<file path="src/rtl/mem_arbiter_pkg.sv">
// Shared definitions for the memory-port arbiter.
//   arb_state_t : arbiter FSM states (IDLE -> ISSUE -> WAIT -> RESP).
//   REQ_CPU     : requester 0, the CPU (fetch/load/store).
//   REQ_LOADER  : requester 1, the program loader / debug port.
package mem_arbiter_pkg;

    typedef enum logic [1:0] {
        ARB_IDLE  = 2'd0,
        ARB_ISSUE = 2'd1,
        ARB_WAIT  = 2'd2,
        ARB_RESP  = 2'd3
    } arb_state_t;

    localparam logic REQ_CPU    = 1'b0;
    localparam logic REQ_LOADER = 1'b1;

endpackage

</file>
<file path="src/rtl/mem_arbiter_rr_picker.sv">
// Combinational winner selection for the two-requester memory arbiter.
// Ports:
//   req0, req1  : pending requests from CPU and loader
//   last_grant  : requester granted most recently
//   valid       : at least one request pending
//   winner      : requester to grant when valid
// With FIXED_PRIO != 0 the CPU wins every tie; otherwise a tie goes to the
// requester that was not granted last. A lone requester always wins.
module rr_picker
    import mem_arbiter_pkg::*;
#(
    parameter int FIXED_PRIO = 0
) (
    input  logic req0,
    input  logic req1,
    input  logic last_grant,
    output logic valid,
    output logic winner
);

    always_comb begin
        valid  = req0 | req1;
        winner = REQ_CPU;
        if (req0 && req1) begin
            winner = (FIXED_PRIO != 0) ? REQ_CPU : ~last_grant;
        end else if (req1) begin
            winner = REQ_LOADER;
        end
    end

endmodule

</file>
<file path="src/rtl/mem_arbiter.sv">
// Shares one memory port between the CPU (requester 0) and the program
// loader / debug port (requester 1) with a req/ack handshake. Exactly one
// access is in flight at a time; every output is registered.
// Ports:
//   clk, reset             : clock and synchronous active-high reset
//   req0/we0/addr0/wdata0  : CPU request (held until ack0)
//   ack0                   : one-cycle completion pulse to the CPU
//   req1/we1/addr1/wdata1  : loader request (held until ack1)
//   ack1                   : one-cycle completion pulse to the loader
//   rdata                  : read data, valid in the ack cycle, held until next read
//   grant_id               : requester owning the current or last access
//   busy                   : high whenever the FSM is not idle
//   mem_addr/mem_wdata     : address and write data to the memory
//   mem_write              : memory write strobe (one cycle, during ISSUE)
//   mem_rdata              : memory read data, valid MEM_LATENCY cycles after address
module mem_arbiter
    import mem_arbiter_pkg::*;
#(
    parameter int BITS_DATA   = 32,
    parameter int BITS_ADDR   = 16,
    parameter int MEM_LATENCY = 1,
    parameter int FIXED_PRIO  = 0
) (
    input  logic                 clk,
    input  logic                 reset,
    input  logic                 req0,
    input  logic                 we0,
    input  logic [BITS_ADDR-1:0] addr0,
    input  logic [BITS_DATA-1:0] wdata0,
    output logic                 ack0,
    input  logic                 req1,
    input  logic                 we1,
    input  logic [BITS_ADDR-1:0] addr1,
    input  logic [BITS_DATA-1:0] wdata1,
    output logic                 ack1,
    output logic [BITS_DATA-1:0] rdata,
    output logic                 grant_id,
    output logic                 busy,
    output logic [BITS_ADDR-1:0] mem_addr,
    output logic [BITS_DATA-1:0] mem_wdata,
    output logic                 mem_write,
    input  logic [BITS_DATA-1:0] mem_rdata
);

    // Counter only needs to hold MEM_LATENCY-1; keep at least one bit.
    localparam int CNT_W = (MEM_LATENCY > 1) ? $clog2(MEM_LATENCY) : 1;

    arb_state_t           state, state_next;
    logic [CNT_W-1:0]     cnt, cnt_next;
    logic                 last_grant, last_grant_next;
    logic                 is_write, is_write_next;
    logic                 ack0_next, ack1_next;
    logic [BITS_DATA-1:0] rdata_next;
    logic                 grant_id_next;
    logic                 busy_next;
    logic [BITS_ADDR-1:0] mem_addr_next;
    logic [BITS_DATA-1:0] mem_wdata_next;
    logic                 mem_write_next;

    logic pick_valid;
    logic pick_id;

    rr_picker #(
        .FIXED_PRIO (FIXED_PRIO)
    ) u_picker (
        .req0       (req0),
        .req1       (req1),
        .last_grant (last_grant),
        .valid      (pick_valid),
        .winner     (pick_id)
    );

    always_comb begin
        state_next      = state;
        cnt_next        = cnt;
        last_grant_next = last_grant;
        is_write_next   = is_write;
        grant_id_next   = grant_id;
        rdata_next      = rdata;
        mem_addr_next   = mem_addr;
        mem_wdata_next  = mem_wdata;
        // Strobe and acks are single-cycle pulses: low unless set below.
        mem_write_next  = 1'b0;
        ack0_next       = 1'b0;
        ack1_next       = 1'b0;

        unique case (state)
            ARB_IDLE: begin
                if (pick_valid) begin
                    state_next      = ARB_ISSUE;
                    grant_id_next   = pick_id;
                    last_grant_next = pick_id;
                    if (pick_id == REQ_LOADER) begin
                        mem_addr_next  = addr1;
                        mem_wdata_next = wdata1;
                        mem_write_next = we1;
                        is_write_next  = we1;
                    end else begin
                        mem_addr_next  = addr0;
                        mem_wdata_next = wdata0;
                        mem_write_next = we0;
                        is_write_next  = we0;
                    end
                end
            end
            ARB_ISSUE: begin
                cnt_next   = CNT_W'(MEM_LATENCY - 1);
                state_next = ARB_WAIT;
            end
            ARB_WAIT: begin
                if (cnt == '0) begin
                    // Writes leave the last read value on rdata.
                    if (!is_write) begin
                        rdata_next = mem_rdata;
                    end
                    ack0_next  = (grant_id == REQ_CPU);
                    ack1_next  = (grant_id == REQ_LOADER);
                    state_next = ARB_RESP;
                end else begin
                    cnt_next = cnt - 1'b1;
                end
            end
            ARB_RESP: begin
                state_next = ARB_IDLE;
            end
            default: begin
                state_next = ARB_IDLE;
            end
        endcase

        busy_next = (state_next != ARB_IDLE);
    end

    always_ff @(posedge clk) begin
        if (reset) begin
            state      <= ARB_IDLE;
            cnt        <= '0;
            // CPU wins the first tie after reset.
            last_grant <= REQ_LOADER;
            is_write   <= 1'b0;
            ack0       <= 1'b0;
            ack1       <= 1'b0;
            rdata      <= '0;
            grant_id   <= 1'b0;
            busy       <= 1'b0;
            mem_addr   <= '0;
            mem_wdata  <= '0;
            mem_write  <= 1'b0;
        end else begin
            state      <= state_next;
            cnt        <= cnt_next;
            last_grant <= last_grant_next;
            is_write   <= is_write_next;
            ack0       <= ack0_next;
            ack1       <= ack1_next;
            rdata      <= rdata_next;
            grant_id   <= grant_id_next;
            busy       <= busy_next;
            mem_addr   <= mem_addr_next;
            mem_wdata  <= mem_wdata_next;
            mem_write  <= mem_write_next;
        end
    end

endmodule

</file>
<file path="config.mk">
export PLATFORM = sky130hd
export DESIGN_NAME = mem_arbiter
export DESIGN_NICKNAME = d
export VERILOG_FILES = /design/src/rtl/mem_arbiter_pkg.sv /design/src/rtl/mem_arbiter_rr_picker.sv /design/src/rtl/mem_arbiter.sv
export SDC_FILE = /design/constraint.sdc
export NUM_CORES = 1
export LEC_CHECK = 0
export CAP_MARGIN = 20
export CORE_ASPECT_RATIO = 1.4
export CORE_MARGIN = 10
export CORE_UTILIZATION = 41
export CTS_BUF_LIST = sky130_fd_sc_hd__clkbuf_8
export CTS_CLUSTER_DIAMETER = 80
export DETAILED_ROUTE_END_ITERATION = 16
export PLACE_DENSITY = 0.87
export SLEW_MARGIN = 20
export SYNTH_ARGS = -nofsm -noshare
export SYNTH_HDL_FRONTEND = slang
export SYNTH_SLANG_ARGS = --single-unit
</file>
<file path="constraint.sdc">
create_clock -name clk -period 2 [get_ports clk]
set_input_delay 0.2 -clock clk [delete_from_list [all_inputs] [get_ports clk]]
set_output_delay 0.2 -clock clk [all_outputs]
set_load 0.1 [all_outputs]
</file>
* Word-level counts from Yosys, hierarchy flattened *
Index checks and enable logic that the tools add are counted.
W data, S select, Z words.

storage, ports and cells
  register bits = 90
  input bits = 134

operators by class
  reduce and logical (&&, ||, !) cells = 8
  equal/unequal tests = 3
  muxes and demuxes = 10
  add/subtract/negate cells = 1
  bitwise gates (word level) = 8

operators by type and width
  kind                   count
  $mux W32               1
  $mux W16               1
  $pmux W2 S4            1
  $not A1 Y1             7
  $reduce_or A3 Y1       2
  $eq A2 B2 Y1 const B   2
  $mux W1                4
  $mux W2                2
  $reduce_bool A2 Y1     2
  $reduce_and A3 Y1      1
  $eq A2 B1 Y1 const B   1
  $logic_not A2 Y1       1
  $pmux W1 S2            1
  $reduce_and A2 Y1      1
  $logic_and A1 B1 Y1    1
  $or A1 B1 Y1           1
  $sub A1 B1 Y1 const B  1

* Longest topological paths before layout *
Gate-level depths: netlist of the first run.

  depth after elaboration = 4
  depth in mapped cells = 7

* Cells and area by module *
A second synthesis of the first run with hierarchy kept.

unflattened totals
  cells, all modules = 389
  area total of the unflattened synthesis = 3703.6 µm²

by module, submodules not included
  module       area each (µm²)  cells each  sequential area each (µm²)  times used
  mem_arbiter  3689.8           387         1781.7                      1
  rr_picker    13.8             2           0.0                         1

* Worst setup path before layout of the first run *
Ideal clock, no wire load.

  path type = flip-flop to flip-flop
  start = register state[0]
  end = register mem_wdata[21]
  slack = 0.604 ns
  stages on the path, launching flop included = 7
  setup time = 0.080 ns
  data arrival time = 1.316 ns
  path buffers = 1
  cell sequence = dfxtp_1 -> inv_1 -> ha_1 -> o21a_1 -> clkbuf_1 -> nor2_1 -> a211oi_2

on the way
  word-level cells in the longest chain between the ends = 2

ends and longest elaborated chain
  item                         line                RTL
  from (decl)                  mem_arbiter.sv:48   arb_state_t state, state_next;
  from (signal assigned)       mem_arbiter.sv:150  state <= state_next;
  $logic_not A2 Y1             mem_arbiter.sv:87   unique case (state)
  $reduce_and A2 Y1 (no line)  n/a
  to (signal assigned)         mem_arbiter.sv:160  mem_wdata <= mem_wdata_next;
  to (decl)                    mem_arbiter.sv:40   output logic [BITS_DATA-1:0] mem_wdata,

Every way passes these cells.
A chain may end at the register's enable or synchronous reset.

* Worst setup path in the final report of the first run *
  start = register state[0]
  end = register mem_addr[7]

on the way
  word-level cells in the longest chain between the ends = 2

ends and longest elaborated chain
  item                         line                RTL
  $logic_not A2 Y1             mem_arbiter.sv:87
  $reduce_and A2 Y1 (no line)  n/a
  to (signal assigned)         mem_arbiter.sv:159  mem_addr <= mem_addr_next;
  to (decl)                    mem_arbiter.sv:39   output logic [BITS_ADDR-1:0] mem_addr,

Every way passes these cells.

==> results of run 1 <==
layout by cell type (no fill, tap or decap), types with 2 or more instances in the layout:
| cell | count |
|---|---|
| a211oi_1 | 39 |
| a211oi_2 | 10 |
| a21oi_1 | 72 |
| a21oi_2 | 10 |
| buf_12 | 6 |
| buf_4 | 93 |
| clkbuf_8 | 10 |
| clkdlybuf4s50_1 | 132 |
| clkinv_2 | 4 |
| dfxtp_1 | 89 |
| ha_1 | 2 |
| inv_1 | 3 |
| nand2_1 | 112 |
| nor2_1 | 52 |
state kept, by name (all words and copies together) (netlist names):
signal	cells
ack0	1
ack1	1
busy	1
grant_id	1
is_write	1
last_grant	1
mem_addr	16
mem_wdata	32
mem_write	1
rdata	32
state	2
kinds of logic after synthesis:
group | count (synthesis) | synth area share, %
multiplexers | 1 | 0.279
AND/OR/NAND/NOR | 171 | 18.5
AO/OA/AOI/OAI | 138 | 25.6
adder cells (fa/ha/maj) | 2 | 0.697
buffers and inverters | 40 | 5.26
flip-flops | 89 | 49.6
worst max-delay path by stage:
stage / from / endpoint / slack (ps)
global placement: req1 / mem_wdata[16] / 290
CTS: state[0] / mem_addr[7] / 350
finish: state[0] / mem_addr[7] / 330
detailed placement: req0 / mem_addr[7] / 190
global route: state[0] / mem_wdata[14] / 200
floorplan: state[0] / mem_wdata[21] / 600
worst reg2reg max path: stages, from the launching register on:
cell and delay, ps:
dfxtp_1 320, inv_1 70, ha_1 310, o21a_2 320
buf_12 220, nor2_1 80, a211oi_1 250
power by group through the flow:
| stage | Sequential [W] | Combinational (W) | Clock, W |
|---|---|---|---|
| after floorplan | 0.00616 | 0.00158 | 0 |
| after global placement | 0.00261 | 0.00670 | 0 |
| after detailed placement | 0.00263 | 0.00680 | 0 |
| after CTS | 0.00260 | 0.00681 | 0.00127 |
| after global routing | 0.00266 | 0.00711 | 0.00134 |
| final | 0.00260 | 0.00677 | 0.00124 |
area by class of cell:
cell class	instances	share of cell area (%)
Multi-Input combinational cell	312	27.8
Timing Repair Buffer	232	36.3
Tap cell	105	2.22
Clock buffer	10	2.33
Inverter	3	0.191
Sequential cell	89	30.2
Clock inverter	6	0.975
metrics by stage:
| step | instance area (µm²) | hold WS (ps) | utilization [%] |
|---|---|---|---|
| after CTS | 5910 | 274 | 69.0 |
| after global routing | 5910 | 302 | 69.0 |
| after detailed placement | 5710 | 449 | 66.7 |
| after global placement | 5710 | 443 | 66.7 |
| after floorplan | 3590 | 336 | - |
| final | 5910 | 284 | 69.0 |
metal layers:
| metal | part of all wire, % | wire, µm | track usage [%] | vias up |
|---|---|---|---|---|
| met5 | 0 | 0 | 0 | - |
| met4 | 3.7 | 478 | 9.04 | 0 |
| met3 | 12 | 1500 | 9.93 | 34 |
| met2 | 50 | 6570 | 33.4 | 200 |
| met1 | 34 | 4490 | 17.9 | 1785 |
| li1 | - | - | - | 1895 |
==> results.tsv, run 1 <==
metric	value	unit
status	finished, final reports clean	
via/cell ratio	5.17	
total power	0.0106	W
cells along the critical path	inv_1 > ha_1 > o21a_2 > buf_12 > nor2_1 > a211oi_1	
Final HPWL DP	10300	µm
Worst setup SP type	flip-flop	
footprint of the multi-input gates	1640	µm²
Post-Route WL	13000	µm
Sink Count	89	
via count	3914	
Die Ht	131	µm
syn nets	577	
Non-Filler Instances	757	
CP max-delay cell	dfxtp_1	
antenna-violating nets left	0	
# IOs	219	
Cell Pwr Density	1800	nW/µm²
area of the mapped netlist	3590	µm²
Max VDD drop	1.07	mV
leak pwr	2.45	nW
Fin Setup TNS	0	ps
Antenna diodes	0	
Critical Path Stages	6	
synth cell count leaders	112 x nand2_1, 89 x dfxtp_1, 72 x a21oi_1	
Combinational Power Share	63.8	%
Worst-path clk slew	90	ps
final period utilization	83.5	%
DRC errors left	0	
Post-synth EDFFs	0	
worst relative slew slack	66.4	%
Buf/Inv on CP	2	
core area	8560	µm²
Yosys top cell area share	49.6	%
final setup margin	331	ps
mean post-synth cell area	8.14	µm²
sw frac	57.2	%
initial antenna violation count	0	
Yosys Warn Count	0	
Flop pwr share	24.5	%
FF+latch area	1780	µm²
CP top delay family	compound AO/OA/AOI/OAI gates	
sw power	0.00606	W
area leader, netlist	dfxtp_1	
r2r endpoint	mem_addr[7]	
Cell variety after synth	29	
CP endpoint kind	flip-flop	
cell count after synthesis	441	
final clock skew	11.0	ps
reg2reg start	state[0]	
Fmax achieved	599	MHz
postcts setup bufs	0	
Max stage delay on crit path	320	ps
die area	13000	µm²
1st-iter DRT viols	187	
number of CTS-inserted buffers	9	
count of pins over their slew limit	0	
final hold violations	0	
Final Setup Violations	0	
Required @ worst endpoint	2260	ps
Final Net Count	783	
Final min period	1670	ps
PortBufs	218	
Die X	99.1	µm
asr flop ratio synth	0	%
first-pass GRT wire length	19900	µm
Pre-antenna DRT Iters	4	
largest net degree at the start of global routing	39	
wire per inst	17.2	µm
Arr. time, crit path	1930	ps
Synth Register Bits	89	
crit-path max FO	33	
RSZ-0062 raised after global routing	no	
clock buffer depth	2	
top-count cell post-synth	nand2_1	
worst hold endpoint	state[0]	
row count	40	
HP Class	in -> reg	
Int Power	0.00455	W
cts-stage hold buffer count	0	
critical path class	reg -> reg	
Area contributors post-synth	dfxtp_1 50%, nand2_1 12%, a21oi_1 10%	
Initial Util	41.9	%
CTS tree	done	
Overflow after GRT	0	
vias in the first global route	4054	
GPL Wtd Cong	0.807	
Main synth FF type	dfxtp_1	
layout cell share with drive strength beyond 1	21.8	%
Worst Tran Pin Value	504	ps
fillcell total	689	
Hold Path Cell Cnt	2	
placed instance count	741	
dpl ws	192	ps
overall routing resource usage	19.0	%
clock latency at the later pin of the worst-skew pair	360	ps
Max-cap violations	0	
Root Buffer	clkbuf_8	
clock share of power	11.7	%
H-Tree Depth	3	
HP Start	reset	
R2R depth	6	
Gates resized, CTS repair	0	
area growth from synthesis to layout	64.5	%
Seq/Total Area, Yosys	49.6	%
worst reg2reg setup slack	330	ps
Power figures use the tool's default switching activity.
==> inputs of run 2 (changes only) <==
--- a/config.mk
+++ b/config.mk
@@ -8,11 +8,11 @@
 export CAP_MARGIN = 20
 export CORE_ASPECT_RATIO = 1.4
 export CORE_MARGIN = 10
-export CORE_UTILIZATION = 41
+export CORE_UTILIZATION = 38
 export CTS_BUF_LIST = sky130_fd_sc_hd__clkbuf_8
 export CTS_CLUSTER_DIAMETER = 80
 export DETAILED_ROUTE_END_ITERATION = 16
-export PLACE_DENSITY = 0.87
+export PLACE_DENSITY = 0.82
 export SLEW_MARGIN = 20
 export SYNTH_ARGS = -nofsm -noshare
 export SYNTH_HDL_FRONTEND = slang
==> constraint.sdc (replaced) <==
create_clock -name clk -period 1.7 [get_ports clk]
set_input_delay 0.17 -clock clk [delete_from_list [all_inputs] [get_ports clk]]
set_output_delay 0.17 -clock clk [all_outputs]
set_load 0.1 [all_outputs]
==> run 2 against run 1 <==
Register-to-register slack worse by 210 ps. Largest cell class unchanged. Highest routed layer unchanged. Routed wire length up 1.8%. Worst setup slack worse by 210 ps. Final cell count up 0.66%.
==> results.tsv, run 2 (synthesized netlist as in run 1, its figures left out) <==
metric	value	unit	change
status	finished, final reports clean		
Initial Util	39.3	%	-2.6 points
Sink Count	89		unchanged
final hold violations	0		unchanged
Required @ worst endpoint	1970	ps	-290 ps
Pre-antenna DRT Iters	6		+2
final clock skew	5.86	ps	-5.18 ps
critical path class	reg -> reg		
Die Ht	135	µm	+3.3%
RSZ-0062 raised after global routing	no		
H-Tree Depth	3		unchanged
reg2reg start	state[0]		
core area	9130	µm²	+6.7%
overall routing resource usage	18.9	%	-0.091 points
placed instance count	746		+0.67%
die area	13800	µm²	+6.5%
Critical path origin	state[0]		
Arr. time, crit path	1850	ps	-80 ps
largest net degree at the start of global routing	40		+2.6%
Gates resized, CTS repair	0		unchanged
Worst Setup EP	mem_wdata[3]		
Overflow after GRT	0		unchanged
FF+latch area	1780	µm²	unchanged
cts-stage hold buffer count	0		unchanged
leak pwr	2.47	nW	+0.51%
1st-iter DRT viols	104		-44%
area growth from synthesis to layout	65.0	%	
GPL Wtd Cong	0.827		+2.5%
Final Net Count	786		+0.38%
HP Class	in -> reg		
antenna-violating nets left	0		unchanged
Max VDD drop	1.30	mV	+22%
clock buffer depth	2		unchanged
PortBufs	218		unchanged
DRC errors left	0		unchanged
Final Setup Violations	0		unchanged
clock latency at the later pin of the worst-skew pair	360	ps	about the same
Fmax achieved	634	MHz	+5.8%
final period utilization	92.8	%	+9.3 points
vias in the first global route	4197		+3.5%
fillcell total	762		+11%
Cell Pwr Density	2100	nW/µm²	+17%
Final HPWL DP	10500	µm	+1.5%
layout cell share with drive strength beyond 1	21.7	%	-0.10 points
postcts setup bufs	0		unchanged
footprint of the multi-input gates	1640	µm²	unchanged
most frequent cells in the layout	132 x clkdlybuf4s50_1, 112 x nand2_1, 95 x buf_4, 89 x dfxtp_1, 72 x a21oi_1		
Worst setup SP type	flip-flop		
via count	3921		+0.18%
Worst Tran Pin Value	479	ps	-25.1 ps
Root Buffer	clkbuf_8		
CTS tree	done		
WHS	43.0	ps	-241 ps
Worst-path clk slew	80	ps	about the same
Die X	102	µm	+3.1%
first-pass GRT wire length	20600	µm	+3.5%
R2R depth	6		unchanged
leading cell type in the layout, fill and taps excluded	clkdlybuf4s50_1		
count of pins over their slew limit	0		unchanged
number of CTS-inserted buffers	9		unchanged
crit-path max FO	12		-64%
CP endpoint kind	flip-flop		
row count	41		+2.5%
Max-cap violations	0		unchanged
wire per inst	17.4	µm	+1.1%
worst reg2reg setup slack	120	ps	-210 ps
via/cell ratio	5.15		-0.48%
Final min period	1580	ps	-92.2 ps
# IOs	219		unchanged
Non-Filler Instances	762		+0.66%
Antenna diodes	0		unchanged
r2r endpoint	mem_wdata[3]		
Top Registers	mem_wdata (32), rdata (32), mem_addr (16)		
initial antenna violation count	0		unchanged
Post-Route WL	13300	µm	+1.8%
worst relative slew slack	68.0	%	+1.7 points
[run 2: changes by cell type in the layout (fill, tap and decap cells not counted), sizes merged]
cell | previous run | this run
clkinv | 4 | 1
bufinv | 1 | 0
clkbuf | 10 | 11
buf | 100 | 103
inv | 3 | 6
[run 2: metrics by stage]
step / util [%] / setup slack, ps / power [W] / setup TNS, ps / area [µm²]
floorplan: - / 304 / 0.00911 / 0 / 3590
global placement: 62.9 / 58.6 / 0.0110 / 0 / 5750
detailed placement: 62.9 / -42.8 / 0.0112 / -53.6 / 5750
CTS: 64.9 / 123 / 0.0125 / 0 / 5920
global route: 64.9 / 0.494 / 0.0130 / 0 / 5920
finish: 64.9 / 123 / 0.0124 / 0 / 5920
[run 2: layer usage]
| metal | track usage [%] | part of all wire (%) | up-vias | wire [µm] |
|---|---|---|---|---|
| met4 | 10.6 | 4.0 | 0 | 527 |
| li1 | - | - | 1905 | - |
| met3 | 9.35 | 11 | 38 | 1500 |
| met2 | 32.3 | 49 | 174 | 6570 |
| met1 | 17.9 | 35 | 1804 | 4680 |
| met5 | 0 | 0 | - | 0 |
[run 2: worst min path at each step]
stage / from / endpoint / slack (ps) / cells past startpoint
2_1_floorplan: mem_rdata[0] / rdata[0] / 310 / 2
3_3_place_gp: reset / last_grant / 410 / 2
3_5_place_dp: reset / last_grant / 420 / 2
4_1_cts: reset / last_grant / 20 / 2
5_1_grt: reset / last_grant / 40 / 2
6_report: reset / last_grant / 40 / 2
[run 2: where the power goes]
group	total, W	leakage [nW]	internal, W	switching (W)
Sequential	0.00307	0.732	0.00271	0.000355
Combinational	0.00802	1.63	0.00198	0.00604
Clock	0.00133	0.0991	0.000594	0.000735
[run 2: final cells by class]
| cell class | count | share of cell area [%] |
|---|---|---|
| timing repair buffer | 235 | 36.8 |
| multi-input combinational | 312 | 27.7 |
| clock buffer | 11 | 2.56 |
| clock inverter | 5 | 0.401 |
| tap | 107 | 2.26 |
| inverter | 3 | 0.190 |
| sequential | 89 | 30.1 |
[run 2: worst max-delay path: stages, from the launching register on]
cell      delay [ps]
dfxtp_1          320
inv_1             70
ha_1             320
o21a_2           250
buf_4            210
nor2_1            60
a211oi_1         250
==> inputs of run 3 (changes only) <==
--- a/config.mk
+++ b/config.mk
@@ -10,7 +10,7 @@
 export CORE_MARGIN = 10
 export CORE_UTILIZATION = 38
 export CTS_BUF_LIST = sky130_fd_sc_hd__clkbuf_8
-export CTS_CLUSTER_DIAMETER = 80
+export CTS_CLUSTER_DIAMETER = 30
 export DETAILED_ROUTE_END_ITERATION = 16
 export PLACE_DENSITY = 0.82
 export SLEW_MARGIN = 20
==> results of run 3 <==
Same layout as run 2: the final DEF is identical, and so are final timing and power.
==> RTL edit (flow settings as in run 3) <==
Re-encode `arb_state_t` (4 states) as one-hot, 4 bits wide.
--- a/src/rtl/mem_arbiter_pkg.sv
+++ b/src/rtl/mem_arbiter_pkg.sv
@@ -4,11 +4,11 @@
 //   REQ_LOADER  : requester 1, the program loader / debug port.
 package mem_arbiter_pkg;
 
-    typedef enum logic [1:0] {
-        ARB_IDLE  = 2'd0,
-        ARB_ISSUE = 2'd1,
-        ARB_WAIT  = 2'd2,
-        ARB_RESP  = 2'd3
+    typedef enum logic [3:0] {
+        ARB_IDLE  = 4'b0001,
+        ARB_ISSUE = 4'b0010,
+        ARB_WAIT  = 4'b0100,
+        ARB_RESP  = 4'b1000
     } arb_state_t;
 
     localparam logic REQ_CPU    = 1'b0;
Behaviour: no difference found for any inputs over 10 cycles, from zero or initial values and one cycle with reset high; not proved beyond that.
==> RTL edit against run 3 <==
Cell count shrank 2.2%; global-route usage is essentially flat; synthesized area grew 5.2%; sequential cell count grew 2; wire length grew 6.9%; design area grew 4.2%; critical path type unchanged; largest cell class unchanged; fmax shrank 1.3%; first-iteration DRC count grew 110%; worst setup slack lost 0.021 ns; worst hold slack gained 0.082 ns; highest routed layer unchanged.
Power is not compared: it rests on default switching activity, and its combinational part moved more than twofold at a synthesized area within 25%.
==> RTL edit: results (changes against run 3) <==
[outcome] outcome finished clean
[cells_and_area] final net count 739 [-6.0%]
[place] Post-DP HPWL 10.7 mm [+2.3%]
[place] routability congestion estimate from global placement 0.798 [-3.5%]
[global_routing] wire length of the first global-routing pass 22.3 mm [+8.1%]
[setup_path] worst reg2reg endpoint rdata[23]
[routing] mean routed wirelength per cell 19.0 um [+9.3%]
[setup_path] endpoint arrival time on the critical path 1.83 ns [-0.02 ns]
[logic_synthesis] proportion of synthesized chip area in sequential cells 0.483 [-0.0137]
[logic_synthesis] top cells by area in the synthesized netlist sky130_fd_sc_hd__dfxtp_1 (48%), sky130_fd_sc_hd__o32ai_1 (11%), sky130_fd_sc_hd__a21oi_1 (11%)
[routing] routed via count divided by cell count 5.60 [+8.8%]
[sta] worst hold-check slack 0.125 ns [+0.0818 ns]
[global_routing] largest net degree at the start of global routing 81 [+100%]
[setup_path] flop-to-flop setup slack 0.10 ns [-0.02 ns]
[routing] router iterations before antenna repair 4 [-2]
[routing] DRT met1 WL 5.62 mm [+20%]
[sta] minimum period implied by the final worst setup slack 1.60 ns [+0.0205 ns]
[setup_path] cells on worst reg2reg path 3 [-3]
[routing] initial drt markers 218 [+110%]
[setup_path] Critical R2R Launch state[1]
[logic_synthesis] Net Count, Synth 547 [-5.2%]
[setup_path] cell type group with the largest total delay on the critical path simple AND/OR/NAND/NOR gates
[routing] total detailed-routing wirelength 14.2 mm [+6.9%]
[routing] routed length on met3 1.16 mm [-23%]
[logic_synthesis] most common library cells after synthesis sky130_fd_sc_hd__dfxtp_1 (91), sky130_fd_sc_hd__a21oi_1 (83), sky130_fd_sc_hd__a211oi_1 (48), sky130_fd_sc_hd__o32ai_1 (48), sky130_fd_sc_hd__clkbuf_1 (34)
RTL edit: power breakdown:
part | leakage [nW] | total [mW] | switching [mW] | internal (mW)
clock network | 0.0962 | 1.48 | 0.788 | 0.689
logic | 1.45 | 3.03 | 2.10 | 0.925
registers | 0.747 | 2.49 | 0.147 | 2.34
RTL edit: metal layers:
layer	track usage	vias up
li1	-	1994
met1	0.206	1943
met2	0.323	204
met3	0.0660	30
met4	0.0961	0
met5	0	-
RTL edit: layout make-up:
cell class              instances  area [um2]  area share
repair buffers                235        2260       0.366
flip-flops and latches         91        1820       0.295
multi-input cells             266        1720       0.278
well taps                     135         169      0.0274
clock buffers                   9         124      0.0201
clock inverters                 7        76.3      0.0124
inverters                       2        7.51     0.00122
RTL edit: worst min path at each step:
stage,from,endpoint,cells past startpoint
after global routing,reset,grant_id,2
after CTS,reset,grant_id,2
after detailed placement,rdata[26],rdata[26],2
after floorplan,reset,state[1],1
after global placement,rdata[26],rdata[26],2
final,reset,is_write,2
RTL edit: logic make-up after synthesis:
family	Yosys count	synth area share
mux	1	0.00265
buf+inv	56	0.0663
compound gates	215	0.367
flops	91	0.483
simple gates	50	0.0815
